File: src/rtl/motor_json_tx.sv
// ---------------------------------------------------------------------------
// motor_json_tx
//
// Motor command link for the robot drive base. A one-hot motor command is
// decoded into signed left/right wheel speeds. The speeds are sent as a
// fixed 26-byte JSON frame on a built-in 8N1 UART transmitter:
//
//   {"T":1,"L":FFFF,"R":FFFF}\n
//
// Each FFFF field is a signed decimal value, right-justified in four
// characters and padded with leading spaces.
//
// Frames repeat on a period of PERIOD_MS milliseconds. A tick that arrives
// while a frame is in flight is remembered as a single pending request.
//
// Parameters:
//   CLKS_PER_BIT : clock cycles per UART bit
//   CLKS_PER_MS  : clock cycles per millisecond
//   PERIOD_MS    : frame start-to-start period in ms (PERIOD_MS*CLKS_PER_MS >= 1)
//   SPEED        : wheel speed magnitude for motion commands (0..255)
//
// Ports:
//   clk        : system clock
//   reset      : synchronous, active-high reset
//   motor_cmd  : one-hot command [0] fwd, [1] back, [2] left, [3] right, [4] stop
//   tx_en      : frame-start enable; never aborts a frame in progress
//   uart_out   : UART TX line, idle high
//   busy       : high from the first start bit through the last stop bit
//   frame_done : one-cycle pulse after the last stop bit of a frame
//   cmd_err    : one-cycle pulse when a multi-hot command is latched
//
// Optional feature macro: MOTOR_TX_ONCHANGE_EN
//   When defined, any change of motor_cmd away from the command of the most
//   recently started frame also requests a frame (while tx_en=1). The period
//   timer is unaffected by these requests.
// ---------------------------------------------------------------------------
module motor_json_tx #(
  parameter int CLKS_PER_BIT = 434,
  parameter int CLKS_PER_MS  = 50000,
  parameter int PERIOD_MS    = 200,
  parameter int SPEED        = 100
) (
  input  logic       clk,
  input  logic       reset,
  input  logic [4:0] motor_cmd,
  input  logic       tx_en,
  output logic       uart_out,
  output logic       busy,
  output logic       frame_done,
  output logic       cmd_err
);

  // Builds the 4-character speed field at elaboration time.
  // The first character of the field is placed in bits [31:24].
  function automatic logic [31:0] speed_field(input int mag, input logic neg);
    logic [7:0] sign_c;
    logic [7:0] d_h;
    logic [7:0] d_t;
    logic [7:0] d_o;
    sign_c = neg ? 8'h2D : 8'h20;
    d_h    = 8'h30 + 8'(mag / 100);
    d_t    = 8'h30 + 8'((mag / 10) % 10);
    d_o    = 8'h30 + 8'(mag % 10);
    if (mag == 0) begin
      speed_field = {8'h20, 8'h20, 8'h20, 8'h30};
    end else if (mag >= 100) begin
      speed_field = {sign_c, d_h, d_t, d_o};
    end else if (mag >= 10) begin
      speed_field = {8'h20, sign_c, d_t, d_o};
    end else begin
      speed_field = {8'h20, 8'h20, sign_c, d_o};
    end
  endfunction

  localparam int PERIOD_CYC = PERIOD_MS * CLKS_PER_MS;
  localparam int TMR_W      = (PERIOD_CYC > 1) ? $clog2(PERIOD_CYC) : 1;
  localparam int BIT_W      = (CLKS_PER_BIT > 1) ? $clog2(CLKS_PER_BIT) : 1;

  localparam logic [TMR_W-1:0] TMR_LAST  = TMR_W'(PERIOD_CYC - 1);
  localparam logic [BIT_W-1:0] BIT_LAST  = BIT_W'(CLKS_PER_BIT - 1);
  localparam logic [4:0]       LAST_BYTE = 5'd25;

  localparam logic [31:0] FIELD_POS  = speed_field(SPEED, 1'b0);
  localparam logic [31:0] FIELD_NEG  = speed_field(SPEED, 1'b1);
  localparam logic [31:0] FIELD_ZERO = {8'h20, 8'h20, 8'h20, 8'h30};

  typedef enum logic [2:0] {
    S_IDLE,
    S_START,
    S_DATA,
    S_STOP,
    S_DONE
  } state_t;

  state_t             state;
  logic [TMR_W-1:0]   timer;
  logic               tick;
  logic               pending;
  logic [4:0]         cmd_q;
  logic [BIT_W-1:0]   bit_cnt;
  logic [2:0]         bit_idx;
  logic [4:0]         byte_idx;
  logic [7:0]         shift_q;
  logic [7:0]         frame_byte;
  logic [31:0]        l_field;
  logic [31:0]        r_field;
  logic               multi_hot;
  logic               change_req;
  logic               frame_req;
  logic               start_now;
  logic               bit_end;
  logic               in_frame;

  // Free-running period timer. It wraps instead of saturating, and a tick
  // is the cycle in which the timer reads zero.
  always_ff @(posedge clk) begin
    if (reset) begin
      timer <= '0;
    end else if (timer == TMR_LAST) begin
      timer <= '0;
    end else begin
      timer <= timer + 1'b1;
    end
  end

  assign tick = (timer == '0);

`ifdef MOTOR_TX_ONCHANGE_EN
  // Command of the most recently started frame. The reset value is "stop",
  // so any motion command present after reset counts as a change.
  logic [4:0] last_sent;

  always_ff @(posedge clk) begin
    if (reset) begin
      last_sent <= 5'b10000;
    end else if (start_now) begin
      last_sent <= motor_cmd;
    end
  end

  assign change_req = (motor_cmd != last_sent);
`else
  assign change_req = 1'b0;
`endif

  // A command with more than one bit set: clearing the lowest set bit
  // leaves something behind.
  assign multi_hot = ((motor_cmd & (motor_cmd - 5'd1)) != 5'd0);
  assign frame_req = tick | change_req;
  assign bit_end   = (bit_cnt == BIT_LAST);
  assign in_frame  = (state == S_START) || (state == S_DATA) || (state == S_STOP);

  // A frame may start from IDLE, or directly from the DONE cycle. Starting
  // from DONE lets back-to-back frames follow one cycle after frame_done.
  assign start_now = ((state == S_IDLE) || (state == S_DONE)) &&
                     tx_en && (frame_req || pending);

  // Wheel speeds from the latched command.
  // Stop, no command and multi-hot commands all give zero speeds.
  always_comb begin
    l_field = FIELD_ZERO;
    r_field = FIELD_ZERO;
    case (cmd_q)
      5'b00001: begin l_field = FIELD_POS; r_field = FIELD_POS; end
      5'b00010: begin l_field = FIELD_NEG; r_field = FIELD_NEG; end
      5'b00100: begin l_field = FIELD_NEG; r_field = FIELD_POS; end
      5'b01000: begin l_field = FIELD_POS; r_field = FIELD_NEG; end
      default:  begin l_field = FIELD_ZERO; r_field = FIELD_ZERO; end
    endcase
  end

  // Frame text: fixed punctuation plus the two speed fields.
  always_comb begin
    frame_byte = 8'h20;
    case (byte_idx)
      5'd0:    frame_byte = 8'h7B;
      5'd1:    frame_byte = 8'h22;
      5'd2:    frame_byte = 8'h54;
      5'd3:    frame_byte = 8'h22;
      5'd4:    frame_byte = 8'h3A;
      5'd5:    frame_byte = 8'h31;
      5'd6:    frame_byte = 8'h2C;
      5'd7:    frame_byte = 8'h22;
      5'd8:    frame_byte = 8'h4C;
      5'd9:    frame_byte = 8'h22;
      5'd10:   frame_byte = 8'h3A;
      5'd11:   frame_byte = l_field[31:24];
      5'd12:   frame_byte = l_field[23:16];
      5'd13:   frame_byte = l_field[15:8];
      5'd14:   frame_byte = l_field[7:0];
      5'd15:   frame_byte = 8'h2C;
      5'd16:   frame_byte = 8'h22;
      5'd17:   frame_byte = 8'h52;
      5'd18:   frame_byte = 8'h22;
      5'd19:   frame_byte = 8'h3A;
      5'd20:   frame_byte = r_field[31:24];
      5'd21:   frame_byte = r_field[23:16];
      5'd22:   frame_byte = r_field[15:8];
      5'd23:   frame_byte = r_field[7:0];
      5'd24:   frame_byte = 8'h7D;
      5'd25:   frame_byte = 8'h0A;
      default: frame_byte = 8'h20;
    endcase
  end

  // Transmit FSM with registered line and status outputs.
  // Each START/DATA/STOP bit lasts CLKS_PER_BIT cycles. The next level is
  // loaded at the bit boundary, so bytes run back to back with no idle gap.
  always_ff @(posedge clk) begin
    if (reset) begin
      state      <= S_IDLE;
      pending    <= 1'b0;
      cmd_q      <= '0;
      bit_cnt    <= '0;
      bit_idx    <= '0;
      byte_idx   <= '0;
      shift_q    <= '0;
      uart_out   <= 1'b1;
      busy       <= 1'b0;
      frame_done <= 1'b0;
      cmd_err    <= 1'b0;
    end else begin
      frame_done <= 1'b0;
      cmd_err    <= 1'b0;

      case (state)
        S_IDLE, S_DONE: begin
          uart_out <= 1'b1;
          busy     <= 1'b0;
          if (start_now) begin
            cmd_q    <= motor_cmd;
            cmd_err  <= multi_hot;
            pending  <= 1'b0;
            byte_idx <= '0;
            bit_cnt  <= '0;
            uart_out <= 1'b0;
            busy     <= 1'b1;
            state    <= S_START;
          end else begin
            state <= S_IDLE;
          end
        end

        S_START: begin
          if (bit_end) begin
            bit_cnt  <= '0;
            bit_idx  <= '0;
            shift_q  <= frame_byte;
            uart_out <= frame_byte[0];
            state    <= S_DATA;
          end else begin
            bit_cnt <= bit_cnt + 1'b1;
          end
        end

        S_DATA: begin
          if (bit_end) begin
            bit_cnt <= '0;
            if (bit_idx == 3'd7) begin
              uart_out <= 1'b1;
              state    <= S_STOP;
            end else begin
              bit_idx  <= bit_idx + 1'b1;
              shift_q  <= {1'b0, shift_q[7:1]};
              uart_out <= shift_q[1];
            end
          end else begin
            bit_cnt <= bit_cnt + 1'b1;
          end
        end

        S_STOP: begin
          if (bit_end) begin
            bit_cnt <= '0;
            if (byte_idx == LAST_BYTE) begin
              uart_out   <= 1'b1;
              busy       <= 1'b0;
              frame_done <= 1'b1;
              state      <= S_DONE;
            end else begin
              byte_idx <= byte_idx + 1'b1;
              uart_out <= 1'b0;
              state    <= S_START;
            end
          end else begin
            bit_cnt <= bit_cnt + 1'b1;
          end
        end

        default: begin
          uart_out <= 1'b1;
          busy     <= 1'b0;
          state    <= S_IDLE;
        end
      endcase

      // Requests that arrive mid-frame collapse into one pending flag.
      // Requests that arrive while tx_en is low are dropped.
      if (in_frame && tx_en && frame_req) begin
        pending <= 1'b1;
      end
    end
  end

endmodule

File: config.mk
export PLATFORM = sky130hd
export DESIGN_NAME = motor_json_tx
export DESIGN_NICKNAME = d
export VERILOG_FILES = /design/src/rtl/motor_json_tx.sv
export SDC_FILE = /design/constraint.sdc
export NUM_CORES = 1
export LEC_CHECK = 0
export ABC_AREA = 1
export ABC_CLOCK_PERIOD_IN_PS = 2700
export BUFFER_PORTS_ARGS = -buffer_cell sky130_fd_sc_hd__buf_2
export CORE_UTILIZATION = 40
export CTS_CLUSTER_SIZE = 16
export DETAILED_ROUTE_END_ITERATION = 8
export GPL_TIMING_DRIVEN = 0
export PLACE_DENSITY = 0.67
export SYNTH_ARGS = -nofsm -noshare
export SYNTH_HDL_FRONTEND = slang
export SYNTH_SLANG_ARGS = --single-unit
File: constraint.sdc
create_clock -name clk -period 2.7 [get_ports clk]
set_input_delay 0.54 -clock clk [delete_from_list [all_inputs] [get_ports clk]]
set_output_delay 0.54 -clock clk [all_outputs]
set_load 0.03 [all_outputs]
==> flow_metrics.py <==
metrics = {
    "floorplanning": {
        "die_x_um": 98.2,
        "row_count": 34,
        "start_util": 0.418,
        "die_y_um": 98.2,
        "core-area_mm2": 0.00885,
        "dieArea_mm2": 0.00964,
        "ios": 12,
    },
    "sta": {
        "finalSetupViolations": 0,
        "fmax_mhz": 534,
        "setup_ws_ns": 0.828,
        "slew_headroom": 0.654,
        "rsz0062_at_grt": "no",
        "hold_ws_ns": 0.460,
        "fin_skew_ns": 0.0128,
        "fin_crit_sh": 0.693,
        "tightest_slew_ns": 0.520,
        "hold_violations": 0,
        "period_needed_ns": 1.87,
        "fin_setup_tns_ns": 0,
        "slew_violations": 0,
    },
    "cells_and_area": {
        "layout.nets": 604,
        "fillerInstances": 920,
        "fin_util": 0.462,
        "area.sequential_mm2": 0.00120,
        "drive_gt1_frac": 0.147,
        "n_antenna_cell": 0,
        "multi_input_comb_area_mm2": 0.00217,
        "areaGrowthSynthToFinish_pct": 10.6,
        "stdcell_area_mm2": 0.00409,
    },
    "route": {
        "vias_per_cell": 5.18,
        "wl_per_cell_um": 12.6,
        "vias": 3615,
        "drt_first_iter_violations": 194,
        "wl_mm": 8.78,
        "first_pass_iters": 6,
        "remaining_drc_errors": 0,
        "final_antenna_net_count": 0,
    },
    "pwr": {
        "power_density_mw_per_mm2": 750,
        "p_leak_nw": 1.81,
        "vdd_drop_max_uv": 431,
    },
    "cts": {
        "cts_made_buffers": 9,
        "clkLatencyLatePin_ns": 0.35,
        "cts.path.max_buffers": 2,
        "cts_resized": 0,
        "clk_pin_slew_worst_paths_ns": 0.07,
        "cts.sinks": 60,
        "cts_tree": "yes",
        "htreeDepth": 3,
        "post_cts_buffers": 0,
        "cts_hold_buf": 0,
        "cts_root_buf": "clkbuf_8",
    },
    "logic_synthesis": {
        "synth_nets": 582,
        "ys.flop_type": "dfxtp_1",
        "async_reset_ff_frac": 0,
        "synthTopCellsByCount": "nand2_1 (120), nor2_1 (82), dfxtp_1 (60)",
        "yosys.area.top_type_share": 0.325,
        "yosysTopAreaCell": "dfxtp_1",
        "synth_compound_area_frac": 0.108,
        "ys.warnings.count": 0,
        "synth_simple_gate_area_frac": 0.418,
        "synthAdderAreaFrac": 0.0372,
        "synth_mux_area_frac": 0,
        "syn_inst": 563,
        "synth_top_family_by_area": "simple AND/OR/NAND/NOR gates",
        "synth_edf_count": 0,
        "synth_xor_area_frac": 0.0237,
        "synth.distinct_cells": 43,
        "synth.area.top_cells": "dfxtp_1 (32%), nand2_1 (12%), nor2_1 (8.3%), nand3_1 (7.7%), a21oi_1 (6.1%)",
        "synth_seq_cells": 60,
        "avgSynthCellArea_um2": 6.57,
        "synth_area_mm2": 0.00370,
        "seq_area_frac_synth": 0.325,
        "synth_most_common_cell": "nand2_1",
    },
    "global_route": {
        "overflow": 0,
        "grt_pass1_vias": 3290,
        "grt_pass1_wl_mm": 15.1,
        "antenna_found_initial": 0,
        "grtUsageTotal": 0.196,
        "grt_max_degree": 11,
    },
    "worst_setup_path": {
        "endpoint_kind": "register",
        "criticalPathCategory": "reg -> reg",
        "start_kind": "register",
        "worstPathArrival_ns": 2.10,
        "critical_path_peak_fanout": 10,
        "required_ns": 2.93,
    },
    "placement": {
        "place_congestion": 0.910,
        "port-buffer-count": 11,
        "dp_slack_ns": 0.812,
        "dpl_cell_area_mm2": 0.00389,
        "hpwlAfterDp_mm": 6.55,
    },
    "run_status": {
        "outcome": "finished, final reports clean",
    },
    "min_path": {
        "hold_class": "reg -> reg",
    },
    "job": {
        "max_cap_viol_count": 0,
    },
}
-- path summary, 6_finish.rpt --
check	start	endpoint	slack (ns)	cells after the start
hold / removal	busy$_SDFFE_PP0P_	busy$_SDFFE_PP0P_	0.46	2
hold reg to reg	busy$_SDFFE_PP0P_	busy$_SDFFE_PP0P_	0.46	2
setup / recovery	timer[0]$_SDFF_PP0_	timer[16]$_SDFF_PP0_	0.83	7
setup reg to reg	timer[0]$_SDFF_PP0_	timer[16]$_SDFF_PP0_	0.83	7
-- layout by cell type, fill, tap and decap left out, types with 2 or more instances in the layout --
cell type  netlist  routed
nor3_4           2       2
nor2_2           4       4
or2_2            4       4
clkbuf_1         3       4
nor3_1          11      11
inv_2           20      20
nand3_1         57      57
nor2_4           2       2
or2_1            2       2
nand4_1         11      11
o21ai_0         11      11
xnor2_1          4       4
o21bai_1         2       2
o21ai_1         11      11
inv_1           48      48
nor2_1          82      82
a21oi_1         45      45
nor3_2           3       3
nand2_1        120     120
buf_2            7      18
xor2_1           6       6
clkbuf_8         0      11
nor4_1           2       2
ha_1            11      11
dfxtp_1         60      60
or2_0            8       8
nand2_2         10      10
clkinv_2         0       2
-- critical path, stage by stage, from the launching register on --
cell and delay (ns):
dfxtp_1 0.42, ha_1 0.19, nand2_1 0.12, nor3_2 0.36
nand3_1 0.12, nand2_1 0.20, buf_2 0.27, nor2_1 0.07
-- where the power goes --
group | total (mW) | leakage, nW | internal, mW | switching (mW)
sequential | 1.03 | 0.486 | 0.964 | 0.0662
clock | 0.846 | 0.102 | 0.474 | 0.372
combinational | 1.19 | 1.23 | 0.380 | 0.811
total | 3.07 | 1.81 | 1.82 | 1.25
-- cells by family after synthesis --
family / after synthesis
xor+xnor: 10
simple gates: 326
compound gates: 75
buf+inv: 81
fa+ha+maj: 11
flops: 60
-- registers in the layout, summed over array words and instances, names as in the netlist, 3 cells and up --
register / count
timer: 24
bit_cnt: 9
bit_idx: 3
cmd_q: 5
state: 3
byte_idx: 5
shift_q: 6
-- routing by layer --
layer	GRT usage	up-vias	share of wire	wire length (um)
li1	-	1869	-	-
met1	0.258	1652	0.48	4240
met2	0.315	85	0.45	3970
met3	0.0487	9	0.054	478
met4	0.0620	0	0.011	93
met5	0	-	0	0
-- metrics by stage --
| stage | std cells | total power, mW |
|---|---|---|
| 3_5_place_dp | 682 | 2.23 |
| 6_report | 698 | 3.07 |
| 2_1_floorplan | 563 | 1.96 |
| 5_1_grt | 698 | 3.31 |
| 3_3_place_gp | 682 | 2.21 |
| 4_1_cts | 698 | 3.08 |
-- final cells by class --
class                   instances  area share
multi-input cells             422       0.531
flip-flops and latches         60       0.294
inverters                      70      0.0667
clock buffers                  12      0.0379
well taps                     108      0.0330
repair buffers                 11      0.0135
plain buffers                  11      0.0131
clock inverters                 4      0.0116
Note: power is estimated with default switching activity, not from simulation.
